--- config.mk ---
export PLATFORM = sky130hd
export DESIGN_NAME = board_top
export DESIGN_NICKNAME = d
export VERILOG_FILES = /design/src/rtl/board_pkg.sv /design/src/rtl/seg7_decoder.sv /design/src/rtl/board_top.sv
export SDC_FILE = /design/constraint.sdc
export NUM_CORES = 1
export LEC_CHECK = 0
export ABC_AREA = 1
export BUFFER_PORTS_ARGS = -buffer_cell sky130_fd_sc_hd__clkbuf_2
export CORE_MARGIN = 4
export CORE_UTILIZATION = 45
export CTS_BUF_LIST = sky130_fd_sc_hd__clkbuf_8
export DETAILED_ROUTE_END_ITERATION = 8
export SYNTH_ARGS = -nofsm -noshare
export SYNTH_HDL_FRONTEND = slang
export SYNTH_SLANG_ARGS = --single-unit
--- constraint.sdc ---
create_clock -name CLK100MHZ -period 2.9 [get_ports CLK100MHZ]
set_input_delay 0.435 -clock CLK100MHZ [delete_from_list [all_inputs] [get_ports CLK100MHZ]]
set_output_delay 0.435 -clock CLK100MHZ [all_outputs]
set_load 0.005 [all_outputs]
--- src/rtl/board_pkg.sv ---
// -----------------------------------------------------------------------------
// board_pkg
// Shared definitions for the board counter demo: counter width, the seven-
// segment pattern type and the active-low hex glyphs.
// Pattern bit order is {a,b,c,d,e,f,g} (bit 6 = segment a); 0 = segment lit.
// -----------------------------------------------------------------------------
package board_pkg;

    localparam int COUNT_W = 16;

    typedef logic [6:0] seg_t;

    localparam seg_t SEG_0   = 7'b0000001;
    localparam seg_t SEG_1   = 7'b1001111;
    localparam seg_t SEG_2   = 7'b0010010;
    localparam seg_t SEG_3   = 7'b0000110;
    localparam seg_t SEG_4   = 7'b1001100;
    localparam seg_t SEG_5   = 7'b0100100;
    localparam seg_t SEG_6   = 7'b0100000;
    localparam seg_t SEG_7   = 7'b0001111;
    localparam seg_t SEG_8   = 7'b0000000;
    localparam seg_t SEG_9   = 7'b0000100;
    localparam seg_t SEG_A   = 7'b0001000;
    localparam seg_t SEG_B   = 7'b1100000;
    localparam seg_t SEG_C   = 7'b0110001;
    localparam seg_t SEG_D   = 7'b1000010;
    localparam seg_t SEG_E   = 7'b0110000;
    localparam seg_t SEG_F   = 7'b0111000;
    localparam seg_t SEG_OFF = 7'b1111111;

endpackage : board_pkg

--- src/rtl/seg7_decoder.sv ---
// -----------------------------------------------------------------------------
// seg7_decoder
// Purely combinational 4-bit hex value to active-low seven-segment pattern.
// Ports:
//   i_hex  [3:0]  value to display
//   o_seg  [6:0]  pattern {a,b,c,d,e,f,g}, 0 = lit
// -----------------------------------------------------------------------------
module seg7_decoder
    import board_pkg::*;
(
    input  logic [3:0] i_hex,
    output seg_t       o_seg
);

    always_comb begin
        // NOTE: default assignment first so every path drives o_seg and no latch is inferred.
        o_seg = SEG_OFF;
        case (i_hex)
            4'h0: o_seg = SEG_0;
            4'h1: o_seg = SEG_1;
            4'h2: o_seg = SEG_2;
            4'h3: o_seg = SEG_3;
            4'h4: o_seg = SEG_4;
            4'h5: o_seg = SEG_5;
            4'h6: o_seg = SEG_6;
            4'h7: o_seg = SEG_7;
            4'h8: o_seg = SEG_8;
            4'h9: o_seg = SEG_9;
            4'hA: o_seg = SEG_A;
            4'hB: o_seg = SEG_B;
            4'hC: o_seg = SEG_C;
            4'hD: o_seg = SEG_D;
            4'hE: o_seg = SEG_E;
            4'hF: o_seg = SEG_F;
            default: o_seg = SEG_OFF;
        endcase
    end

endmodule : seg7_decoder

--- src/rtl/board_top.sv ---
// -----------------------------------------------------------------------------
// board_top
// Free-running 16-bit counter advanced once every DIV clocks, shown in binary
// on the LEDs and as the low hex digit on a seven-segment display.
// Ports:
//   CLK100MHZ        system clock, rising edge
//   CPU_RESET        asynchronous, active-high reset
//   LED [15:0]       counter value, LED[0] = LSB
//   CA..CG           segments a..g, active-low
//   DP               decimal point, active-low
// Build option:
//   DP_BLINK_EN      when defined, DP is lit while counter[4] is 1; otherwise
//                    DP is tied off (unlit).
// All outputs are driven straight from flops.
// -----------------------------------------------------------------------------
module board_top
    import board_pkg::*;
#(
    parameter int DIV = 100000000
)(
    input  logic               CLK100MHZ,
    input  logic               CPU_RESET,
    output logic [COUNT_W-1:0] LED,
    output logic               CA,
    output logic               CB,
    output logic               CC,
    output logic               CD,
    output logic               CE,
    output logic               CF,
    output logic               CG,
    output logic               DP
);

    localparam int PRESC_W = (DIV > 1) ? $clog2(DIV) : 1;

    logic [PRESC_W-1:0] r_presc;
    logic               w_tick;
    logic [COUNT_W-1:0] r_cnt;
    logic [COUNT_W-1:0] w_cnt_next;
    seg_t               w_seg_next;
    seg_t               r_seg;

    // With DIV = 1 the prescaler sits at 0, which already equals DIV-1,
    // so the tick is high every cycle.
    assign w_tick     = (r_presc == PRESC_W'(DIV - 1));
    assign w_cnt_next = r_cnt + COUNT_W'(w_tick);

    // Decode the value the counter is about to take, so the registered
    // segments update on the same edge as LED.
    seg7_decoder u_seg7_decoder (
        .i_hex (w_cnt_next[3:0]),
        .o_seg (w_seg_next)
    );

    always_ff @(posedge CLK100MHZ or posedge CPU_RESET) begin
        if (CPU_RESET) begin
            r_presc <= '0;
            r_cnt   <= '0;
            r_seg   <= SEG_0;
        end else begin
            // NOTE: non-blocking assignments so every flop samples the pre-edge values.
            r_presc <= w_tick ? '0 : r_presc + PRESC_W'(1);
            r_cnt   <= w_cnt_next;
            r_seg   <= w_seg_next;
        end
    end

    assign LED                      = r_cnt;
    assign {CA, CB, CC, CD, CE, CF, CG} = r_seg;

`ifdef DP_BLINK_EN
    logic r_dp;

    always_ff @(posedge CLK100MHZ or posedge CPU_RESET) begin
        if (CPU_RESET) begin
            r_dp <= 1'b1;
        end else begin
            r_dp <= ~w_cnt_next[4];
        end
    end

    assign DP = r_dp;
`else
    assign DP = 1'b1;
`endif

endmodule : board_top

==> metrics.csv, run 1 <==
stage;metric;value;unit
clock_tree;PostCTS Resize Cnt;0;
placed_design;Detail Placement HPWL;4250;um
synthesis;ys flop type;dfrtp_1;
critical_path;Worst Path Required;3.14;ns
cells_and_area;commonest non-fill, non-tap cells in the layout;nand2_1 (104), nor2_1 (59), dfrtp_1 (49);
synthesis;XOR/XNOR Fraction of Synth Area;0.0682;
synthesis;Post-synth EDFFs;0;
grt;first-pass GRT wire length;9800;um
route;DR iter-0 viols;110;
sta;Final Max Tran Viols;0;
synthesis;Yosys warnings;0;
sta;Clock Skews;0.0113;ns
critical_path;Crit path arrival time;2.73;ns
critical_path;worst-path cell chain;ha_1 > nand2_1 > nor2_4 > nand2_4 > nor2_4 > nand2_1 > inv_2 > ha_1 > ha_1 > inv_1 > ha_1 > o21ai_0 > nand2_1 > nand2_1;
route;Via density;4.74;
placed_design;gpl congestion;0.840;
grt;total gr overflow;0;
power_and_ir_drop;PwrDens;356;nW/um^2
power_and_ir_drop;Flop pwr share;0.628;
cells_and_area;Antenna Diode Count;0;
route;post-route ant nets;0;
power_and_ir_drop;peak supply drop;0.207;mV
synthesis;Compound-Gate Fraction of Synth Area;0.0374;
sta;Final Hold Violating Endpoints;0;
critical_path;slowest stage delay, CP;0.38;ns
route;final wirelength;5510;um
route;DR top layer;met4;
power_and_ir_drop;Psw;0.243;mW
clock_tree;CTS tree;yes;
cells_and_area;FILL cells;600;
route;# DRC;0;
die;die area;7570;sq um
synthesis;Post-Syn Area per Cell;7.89;sq um
synthesis;Seq/Total Area, Yosys;0.446;
run_status;status;finished, final reports clean;
synthesis;adder-cell share of the synthesized area;0.0490;
clock_tree;CTS Hold Buffers Added;0;
route;wl on met1;2670;um
placed_design;Setup WS pre-CTS;0.413;ns
synthesis;Syn Std Cell Area;2810;sq um
power_and_ir_drop;switching share of total power;0.219;
sta;max frequency;403;MHz
run;maxcap violations;0;
die;core footprint;5990;sq um
critical_path;Crit. End Element;flip-flop;
route;WL met3;259;um
cells_and_area;most common cell after layout, fill and taps aside;nand2_1;
power_and_ir_drop;Final Power;1.11;mW
cells_and_area;layout cell share with drive strength beyond 1;0.162;
power_and_ir_drop;Internal;0.866;mW
grt;largest net degree at the start of global routing;27;
synthesis;simple-gate share of the synthesized area;0.338;
route;Vias;2198;
critical_path;CP Class;reg -> reg;
die;initial core utilization;0.469;
sta;# setup viols final;0;
die;num ports;26;
placed_design;I/O Buffers;24;
critical_path;CP startpoint kind;flip-flop;
clock_tree;clk sink count;50;
grt;GRT Total Usage;0.162;
cells_and_area;Layout Nets;401;
sta;setup TNS;0;ns
synthesis;register bit count reported by yosys;50;
power_and_ir_drop;Comb power frac;0.015;
power_and_ir_drop;P_leak;1.60;nW
sta;setup slack after layout;0.416;ns
power_and_ir_drop;Clock Power Share;0.357;
synthesis;Post-synth ARST share;1.00;
clock_tree;clk_lat worst skew;0.30;ns
die;Die X-Extent;87.0;um
sta;Final min period;2.48;ns
clock_tree;CTS Buffer Depth;2;
critical_path;CP max-delay cell;dfrtp_1;
clock_tree;Reg clk slew, reported paths;0.10;ns
min_path;worst min-delay path category;in -> async;
cells_and_area;Post-Route Utilization;0.520;
grt;number of global-route vias before repair;2162;
clock_tree;clock root cell;clkbuf_8;
synthesis;Mapped Nets;369;
critical_path;Max Fanout on Critical Path;6;
route;DR pass1 iterations;4;
die;Die Y-Extent;87.0;um
sta;RSZ-0062 raised after global routing;no;
sta;Tcrit/Tclk final;0.856;
synthesis;cell count after synthesis;356;
clock_tree;Post-CTS Setup Bufs;0;
route;WL/cell;11.9;um
cells_and_area;Area Overhead vs Synth;11.0;%
synthesis;post-synthesis mux area share;0;
grt;initial antenna violation count;0;
clock_tree;CTS Buf Count;5;
clock_tree;H-tree Lvls;2;
synthesis;main combinational cell family by area after synthesis;simple AND/OR/NAND/NOR gates;
synthesis;post-synth cell types;29;
route;met2 WL post-DR;2510;um
die;Site Rows;28;
[cell families after synthesis]
| group | count (synthesis) |
|---|---|
| and+or+nand+nor | 211 |
| DFF | 50 |
| AOI/OAI and AO/OA | 19 |
| adders and majority gates | 11 |
| other | 1 |
| buffers and inverters | 43 |
| xor gates and xnor gates | 21 |
[registers in the layout, summed over array words and instances, names as in the netlist]
signal	count
LED	16
r_presc	27
r_seg	7
[through the flow]
stage / cell area (sq um) / instances / hold WS, ns
after floorplan: 2810 / 356 / 0.429
after global placement: 3030 / 456 / 0.445
after detailed placement: 3030 / 456 / 0.454
after CTS: 3120 / 464 / 0.150
after global routing: 3120 / 464 / 0.174
final: 3120 / 464 / 0.149
[area by class of cell]
cell class / count / area [sq um] / area share
clock buffer: 5 / 68.8 / 0.0221
clock inverter: 3 / 17.5 / 0.00562
inverter: 41 / 154 / 0.0494
multi-input combinational: 263 / 1390 / 0.445
sequential: 50 / 1250 / 0.402
tap: 75 / 93.8 / 0.0301
timing repair buffer: 27 / 143 / 0.0458
[Yosys cell counts (all sizes together), types with 2 or more instances]
| cell type | number | area share |
|---|---|---|
| a21oi | 7 | 0.012 |
| o21ai | 9 | 0.016 |
| nor2 | 71 | 0.12 |
| o22ai | 2 | 0.0045 |
| nor3 | 4 | 0.013 |
| nand2 | 112 | 0.16 |
| inv | 41 | 0.055 |
| buf | 2 | 0.0053 |
| ha | 11 | 0.049 |
| dfrtp | 49 | 0.44 |
| xnor2 | 6 | 0.019 |
| xor2 | 15 | 0.049 |
| nand3 | 21 | 0.039 |
[layer usage]
layer	up-vias	track usage
li1	1153	-
met4	0	0.0467
met5	-	0
met3	4	0.0322
met2	47	0.258
met1	994	0.224
[power groups by stage]
stage	Combinational, mW	Sequential, mW	Clock [mW]
after floorplan	0.0115	0.710	0
after global placement	0.0181	0.710	0
after detailed placement	0.0180	0.710	0
after CTS	0.0181	0.697	0.417
after global routing	0.0202	0.697	0.441
final	0.0167	0.697	0.396
[path summary, 6_finish.rpt]
| check | startpoint | to | slack [ns] | cells after the start |
|---|---|---|---|---|
| worst max-delay path | r_presc[0] | r_seg[3] | 0.42 | 14 |
| worst min-delay path | CPU_RESET | LED[3] | 0.15 | 3 |
| worst max register to register | r_presc[0] | r_seg[3] | 0.42 | 14 |
| worst min register to register | r_presc[0] | r_presc[0] | 0.46 | 1 |
| max in group asynchronous | CPU_RESET | r_seg[0] | 2.46 | 3 |
| min in group CLK100MHZ | r_presc[0] | r_presc[0] | 0.46 | 1 |
[worst max-delay path, delay by kind of cell (launching register included)]
family | cells | cell delay, ns
flops | 1 | 0.38
compound gates | 1 | 0.16
fa+ha+maj | 4 | 0.96
buf+inv | 2 | 0.24
simple gates | 7 | 0.70
Note: power is estimated with default switching activity, not from simulation.
==> run 2, diff against run 1 <==
--- a/config.mk
+++ b/config.mk
@@ -5,7 +5,6 @@
 export SDC_FILE = /design/constraint.sdc
 export NUM_CORES = 1
 export LEC_CHECK = 0
-export ABC_AREA = 1
 export BUFFER_PORTS_ARGS = -buffer_cell sky130_fd_sc_hd__clkbuf_2
 export CORE_MARGIN = 4
 export CORE_UTILIZATION = 45
==> metrics.csv, run 2 <==
stage;metric;value;unit
synthesis;commonest cells in the netlist;dfrtp_1 (49), nand2_1 (21), nand3_1 (19), xnor2_1 (19), nor2_1 (13);
die;die area;7110;sq um
critical_path;Crit path arrival time;2.88;ns
critical_path;worst-path cell chain;ha_1 > and3_1 > nand4_1 > nor2_2 > ha_1 > ha_2 > inv_1 > ha_1 > inv_1 > mux4_2;
cells_and_area;final instance count without filler cells;356;
synthesis;Post-synth ARST share;1.00;
route;DR iter-0 viols;95;
critical_path;Worst Path Required;3.08;ns
power_and_ir_drop;PwrDens;405;nW/um^2
sta;Clock Skews;0.00745;ns
die;Die X-Extent;84.3;um
placed_design;Detail Placement HPWL;3960;um
sta;max frequency;370;MHz
route;Via density;5.47;
cells_and_area;Antenna Diode Count;0;
cells_and_area;most common cell after layout, fill and taps aside;dfrtp_1;
route;DR pass1 iterations;4;
synthesis;Synth area leaders;dfrtp_1 (47%), xnor2_1 (6.3%), ha_1 (5.3%), nand3_1 (3.6%), nand2_1 (3.0%);
synthesis;post-synth cell types;48;
cells_and_area;layout cell share with drive strength beyond 1;0.218;
run;maxcap violations;0;
placed_design;Placed Instances;347;
cells_and_area;Largest register FFs;27;
critical_path;CP max-delay cell;dfrtp_1;
critical_path;CP delay by family, top;adder cells;
synthesis;Mapped Nets;261;
synthesis;Seq/Total Area, Yosys;0.478;
clock_tree;H-tree Lvls;2;
synthesis;Syn Std Cell Area;2620;sq um
clock_tree;clk sink count;50;
synthesis;cell count after synthesis;248;
clock_tree;CTS Buf Count;5;
cells_and_area;commonest non-fill, non-tap cells in the layout;dfrtp_1 (49), clkbuf_2 (24), nand2_1 (21);
route;Vias;1949;
run_status;status;finished, final reports clean;
clock_tree;clk_lat worst skew;0.30;ns
synthesis;Post-Syn Area per Cell;10.6;sq um
power_and_ir_drop;P_leak;1.40;nW
synthesis;top-count cell post-synth;dfrtp_1;
clock_tree;Reg clk slew, reported paths;0.09;ns
route;# DRC;0;
sta;Tcrit/Tclk final;0.932;
route;WL/cell;14.9;um
synthesis;top-area cell type share of the netlist area;0.468;
sta;Max-slew headroom;0.586;
critical_path;crit-path most repeated cell;ha_1;
grt;GRT Total Usage;0.163;
critical_path;Max Fanout on Critical Path;6;
power_and_ir_drop;Final Power;1.21;mW
die;initial core utilization;0.470;
sta;Worst-Margin Slew;0.617;ns
sta;setup TNS;0;ns
power_and_ir_drop;peak supply drop;0.202;mV
die;Die Y-Extent;84.3;um
sta;RSZ-0062 raised after global routing;no;
grt;number of global-route vias before repair;1920;
synthesis;Post-synth EDFFs;0;
grt;initial antenna violation count;0;
placed_design;gpl congestion;0.888;
route;final wirelength;5290;um
grt;largest net degree at the start of global routing;30;
cells_and_area;Area Overhead vs Synth;14.2;%
sta;Final min period;2.70;ns
sta;Final Hold Violating Endpoints;0;
critical_path;Crit. End Element;flip-flop;
cells_and_area;Layout Nets;297;
critical_path;CP Class;reg -> reg;
min_path;worst min-delay path category;in -> async;
clock_tree;clock root cell;clkbuf_8;
die;num ports;26;
die;Site Rows;27;
clock_tree;CTS Buffer Depth;2;
die;core footprint;5570;sq um
grt;total gr overflow;0;
clock_tree;CTS tree;yes;
critical_path;Crit path buffers/inverters;2;
cells_and_area;Largest Register;r_presc;
critical_path;slowest stage delay, CP;0.44;ns
critical_path;CP startpoint kind;flip-flop;
route;post-route ant nets;0;
synthesis;largest area contributor in the netlist;dfrtp_1;
sta;Final Max Tran Viols;0;
synthesis;register bit count reported by yosys;50;
synthesis;Yosys warnings;0;
placed_design;I/O Buffers;24;
synthesis;ys flop type;dfrtp_1;
sta;# setup viols final;0;
grt;first-pass GRT wire length;9420;um
## run 2: cell types whose count changed in the layout (fill, tap and decap cells not counted), sizes merged, moves of 6 or more
cell   change
and3       +7
buf        +9
inv       -33
nand2     -91
nand4     +13
nor2      -58
nor3       +7
xnor2     +13
xor2       -6
## run 2: final cells by class
| class | instances | area, sq um |
|---|---|---|
| Fill cell | 522 | 2580 |
| Multi-Input combinational cell | 182 | 1290 |
| Sequential cell | 50 | 1250 |
| Timing Repair Buffer | 36 | 210 |
| Tap cell | 72 | 90.1 |
| Clock buffer | 6 | 82.6 |
| Inverter | 9 | 33.8 |
| Clock inverter | 1 | 30.0 |
## run 2: path summary, 6_finish.rpt
check                                start        to  slack, ns  cells past startpoint
min in group CLK100MHZ             LED[15]   LED[15]       0.47                      1
worst min-delay path             CPU_RESET   LED[15]       0.12                      2
worst max register to register  r_presc[0]  r_seg[3]       0.20                     10
max in group asynchronous        CPU_RESET  r_seg[0]       1.97                      3
worst min register to register     LED[15]   LED[15]       0.47                      1
worst max-delay path            r_presc[0]  r_seg[3]       0.20                     10
## run 2: report_power, final
group | total, mW | switching [mW] | leakage (nW) | internal (mW)
logic | 0.0158 | 0.0144 | 0.666 | 0.00149
registers | 0.697 | 0 | 0.681 | 0.697
clock network | 0.501 | 0.225 | 0.0573 | 0.276
total | 1.21 | 0.239 | 1.40 | 0.974
## run 2: stage by stage
step	setup WS [ns]	cell area (sq um)	hold WS (ns)	utilization
2_1_floorplan	0.161	2620	0.467	-
3_3_place_gp	0.249	2860	0.459	0.513
3_5_place_dp	0.147	2860	0.466	0.513
4_1_cts	0.144	2970	0.131	0.534
5_1_grt	0.0309	2990	0.161	0.537
6_report	0.197	2990	0.121	0.537
## run 2: repair_timing
item                                    in CTS  in global routing
endpoints found under the setup margin       0                  3
buffers inserted                             0                  2
hold buffers                                 0                  0
resized for setup                            0                  2
## run 2: cells by family after synthesis
family	synth area share
compound gates	0.0706
mux	0.0239
buf+inv	0.0301
simple gates	0.250
xor+xnor	0.0936
flops	0.478
fa+ha+maj	0.0525
other cells	0.00143
## run 2: routing by layer
| metal | routed length (um) | part of all wire | up-vias | global-route usage |
|---|---|---|---|---|
| li1 | - | - | 957 | - |
| met1 | 2430 | 0.46 | 962 | 0.211 |
| met2 | 2650 | 0.50 | 22 | 0.273 |
| met3 | 126 | 0.024 | 8 | 0.0334 |
| met4 | 80 | 0.015 | 0 | 0.0541 |
| met5 | 0 | 0 | - | 0 |
==> run 3, diff against run 2 <==
==> constraint.sdc (replaced) <==
create_clock -name CLK100MHZ -period 3.1 [get_ports CLK100MHZ]
set_input_delay 0.465 -clock CLK100MHZ [delete_from_list [all_inputs] [get_ports CLK100MHZ]]
set_output_delay 0.465 -clock CLK100MHZ [all_outputs]
set_load 0.005 [all_outputs]
==> metrics.csv, run 3 (same netlist as run 2, synthesis figures left out) <==
stage;metric;value;unit
cells_and_area;Antenna Diode Count;0;
cells_and_area;Largest Register;r_presc;
min_path;worst min-delay path category;in -> async;
sta;setup TNS;0;ns
critical_path;Crit. End Element;flip-flop;
grt;total gr overflow;0;
die;die area;7110;sq um
sta;Final Hold Violating Endpoints;0;
clock_tree;clock root cell;clkbuf_8;
grt;number of global-route vias before repair;1860;
grt;initial antenna violation count;0;
die;num ports;26;
cells_and_area;Post-Route Utilization;0.526;
clock_tree;Post-CTS Setup Bufs;0;
sta;# setup viols final;0;
route;DR iter-0 viols;114;
sta;setup slack after layout;0.278;ns
route;Via density;5.31;
run_status;status;finished, final reports clean;
route;DR pass1 iterations;4;
sta;Worst-Margin Slew;0.630;ns
sta;hold_ws;0.185;ns
sta;Tcrit/Tclk final;0.910;
critical_path;CP Class;reg -> reg;
sta;Max-slew headroom;0.576;
clock_tree;H-tree Lvls;2;
critical_path;Crit path arrival time;3.00;ns
placed_design;Placed Instances;344;
critical_path;Worst Path Required;3.28;ns
placed_design;placed cell areas;2840;sq um
cells_and_area;Area Overhead vs Synth;11.9;%
run;maxcap violations;0;
cells_and_area;commonest non-fill, non-tap cells in the layout;dfrtp_1 (49), clkbuf_2 (24), nand2_1 (21);
placed_design;Setup WS pre-CTS;0.286;ns
clock_tree;CTS Hold Buffers Added;0;
grt;GRT Total Usage;0.155;
power_and_ir_drop;P_leak;1.37;nW
critical_path;Worst R2R Path Depth;10;
critical_path;RR Startpoint;r_presc[0];
die;Die X-Extent;84.3;um
clock_tree;PostCTS Resize Cnt;0;
power_and_ir_drop;Comb power frac;0.014;
grt;largest net degree at the start of global routing;28;
placed_design;I/O Buffers;24;
power_and_ir_drop;peak supply drop;0.287;mV
grt;first-pass GRT wire length;9070;um
power_and_ir_drop;PwrDens;362;nW/um^2
clock_tree;Reg clk slew, reported paths;0.10;ns
critical_path;FF-to-FF End;r_seg[3];
power_and_ir_drop;Psw;0.245;mW
critical_path;CP startpoint kind;flip-flop;
placed_design;Detail Placement HPWL;3810;um
clock_tree;CTS Buffer Depth;2;
cells_and_area;final instance area;2930;sq um
power_and_ir_drop;Internal;0.817;mW
route;Vias;1870;
die;core footprint;5570;sq um
clock_tree;CTS tree;yes;
route;# DRC;0;
clock_tree;clk_lat worst skew;0.30;ns
cells_and_area;most common cell after layout, fill and taps aside;dfrtp_1;
route;post-route ant nets;0;
power_and_ir_drop;switching share of total power;0.231;
clock_tree;clk sink count;50;
cells_and_area;Layout Nets;292;
route;final wirelength;5080;um
clock_tree;CTS Buf Count;5;
sta;Final min period;2.82;ns
sta;RSZ-0062 raised after global routing;no;
sta;Final Max Tran Viols;0;
cells_and_area;FILL cells;507;
power_and_ir_drop;Final Power;1.06;mW
die;Die Y-Extent;84.3;um
cells_and_area;final instance count without filler cells;352;
critical_path;R2R Setup Slk;0.28;ns
cells_and_area;Largest register FFs;27;
cells_and_area;layout cell share with drive strength beyond 1;0.200;
placed_design;gpl congestion;0.878;
sta;Clock Skews;0.00472;ns
power_and_ir_drop;Flop pwr share;0.613;
die;initial core utilization;0.470;
die;Site Rows;27;
sta;max frequency;354;MHz
critical_path;Max Fanout on Critical Path;6;
route;WL/cell;14.4;um
power_and_ir_drop;Clock Power Share;0.372;
==> run 3: how the worst max path moves through the flow <==
| stage | endpoint | from |
|---|---|---|
| 6_report | r_seg[3] | r_presc[0] |
| 5_1_grt | r_seg[3] | r_presc[9] |
| 4_1_cts | r_seg[3] | r_presc[0] |
| 3_5_place_dp | r_seg[3] | r_presc[0] |
| 3_3_place_gp | r_seg[3] | r_presc[0] |
| 2_1_floorplan | r_seg[6] | r_presc[0] |
==> run 3: critical path: stages, from the launching register on <==
cell     delay, ns
dfrtp_1       0.44
ha_1          0.25
and3_1        0.20
nand4_1       0.14
nor2_1        0.09
ha_1          0.24
ha_1          0.40
inv_1         0.13
ha_1          0.32
inv_1         0.04
mux4_2        0.44
==> run 3: cell type report <==
cell class | instances | area (sq um) | area share
clock buffers | 5 | 68.8 | 0.0235
clock inverters | 3 | 25.0 | 0.00853
inverters | 9 | 33.8 | 0.0115
multi-input cells | 182 | 1290 | 0.440
flip-flops and latches | 50 | 1250 | 0.427
well taps | 72 | 90.1 | 0.0307
repair buffers | 31 | 173 | 0.0589
==> run 3: power by group through the flow <==
stage               Combinational (mW)  Clock [mW]  Sequential [mW]
floorplan                       0.0107           0            0.665
global placement                0.0164           0            0.665
detailed placement              0.0165           0            0.665
CTS                             0.0165       0.415            0.652
global route                    0.0188       0.436            0.652
finish                          0.0153       0.396            0.652
==> run 3: per-layer routing <==
metal / routed length [um] / vias up / share of wire / track usage
met5: 0 / - / 0 / 0
met4: 40 / 0 / 0.0079 / 0.0468
met3: 130 / 4 / 0.026 / 0.0314
met2: 2400 / 17 / 0.47 / 0.242
met1: 2510 / 901 / 0.49 / 0.218
li1: - / 948 / - / -
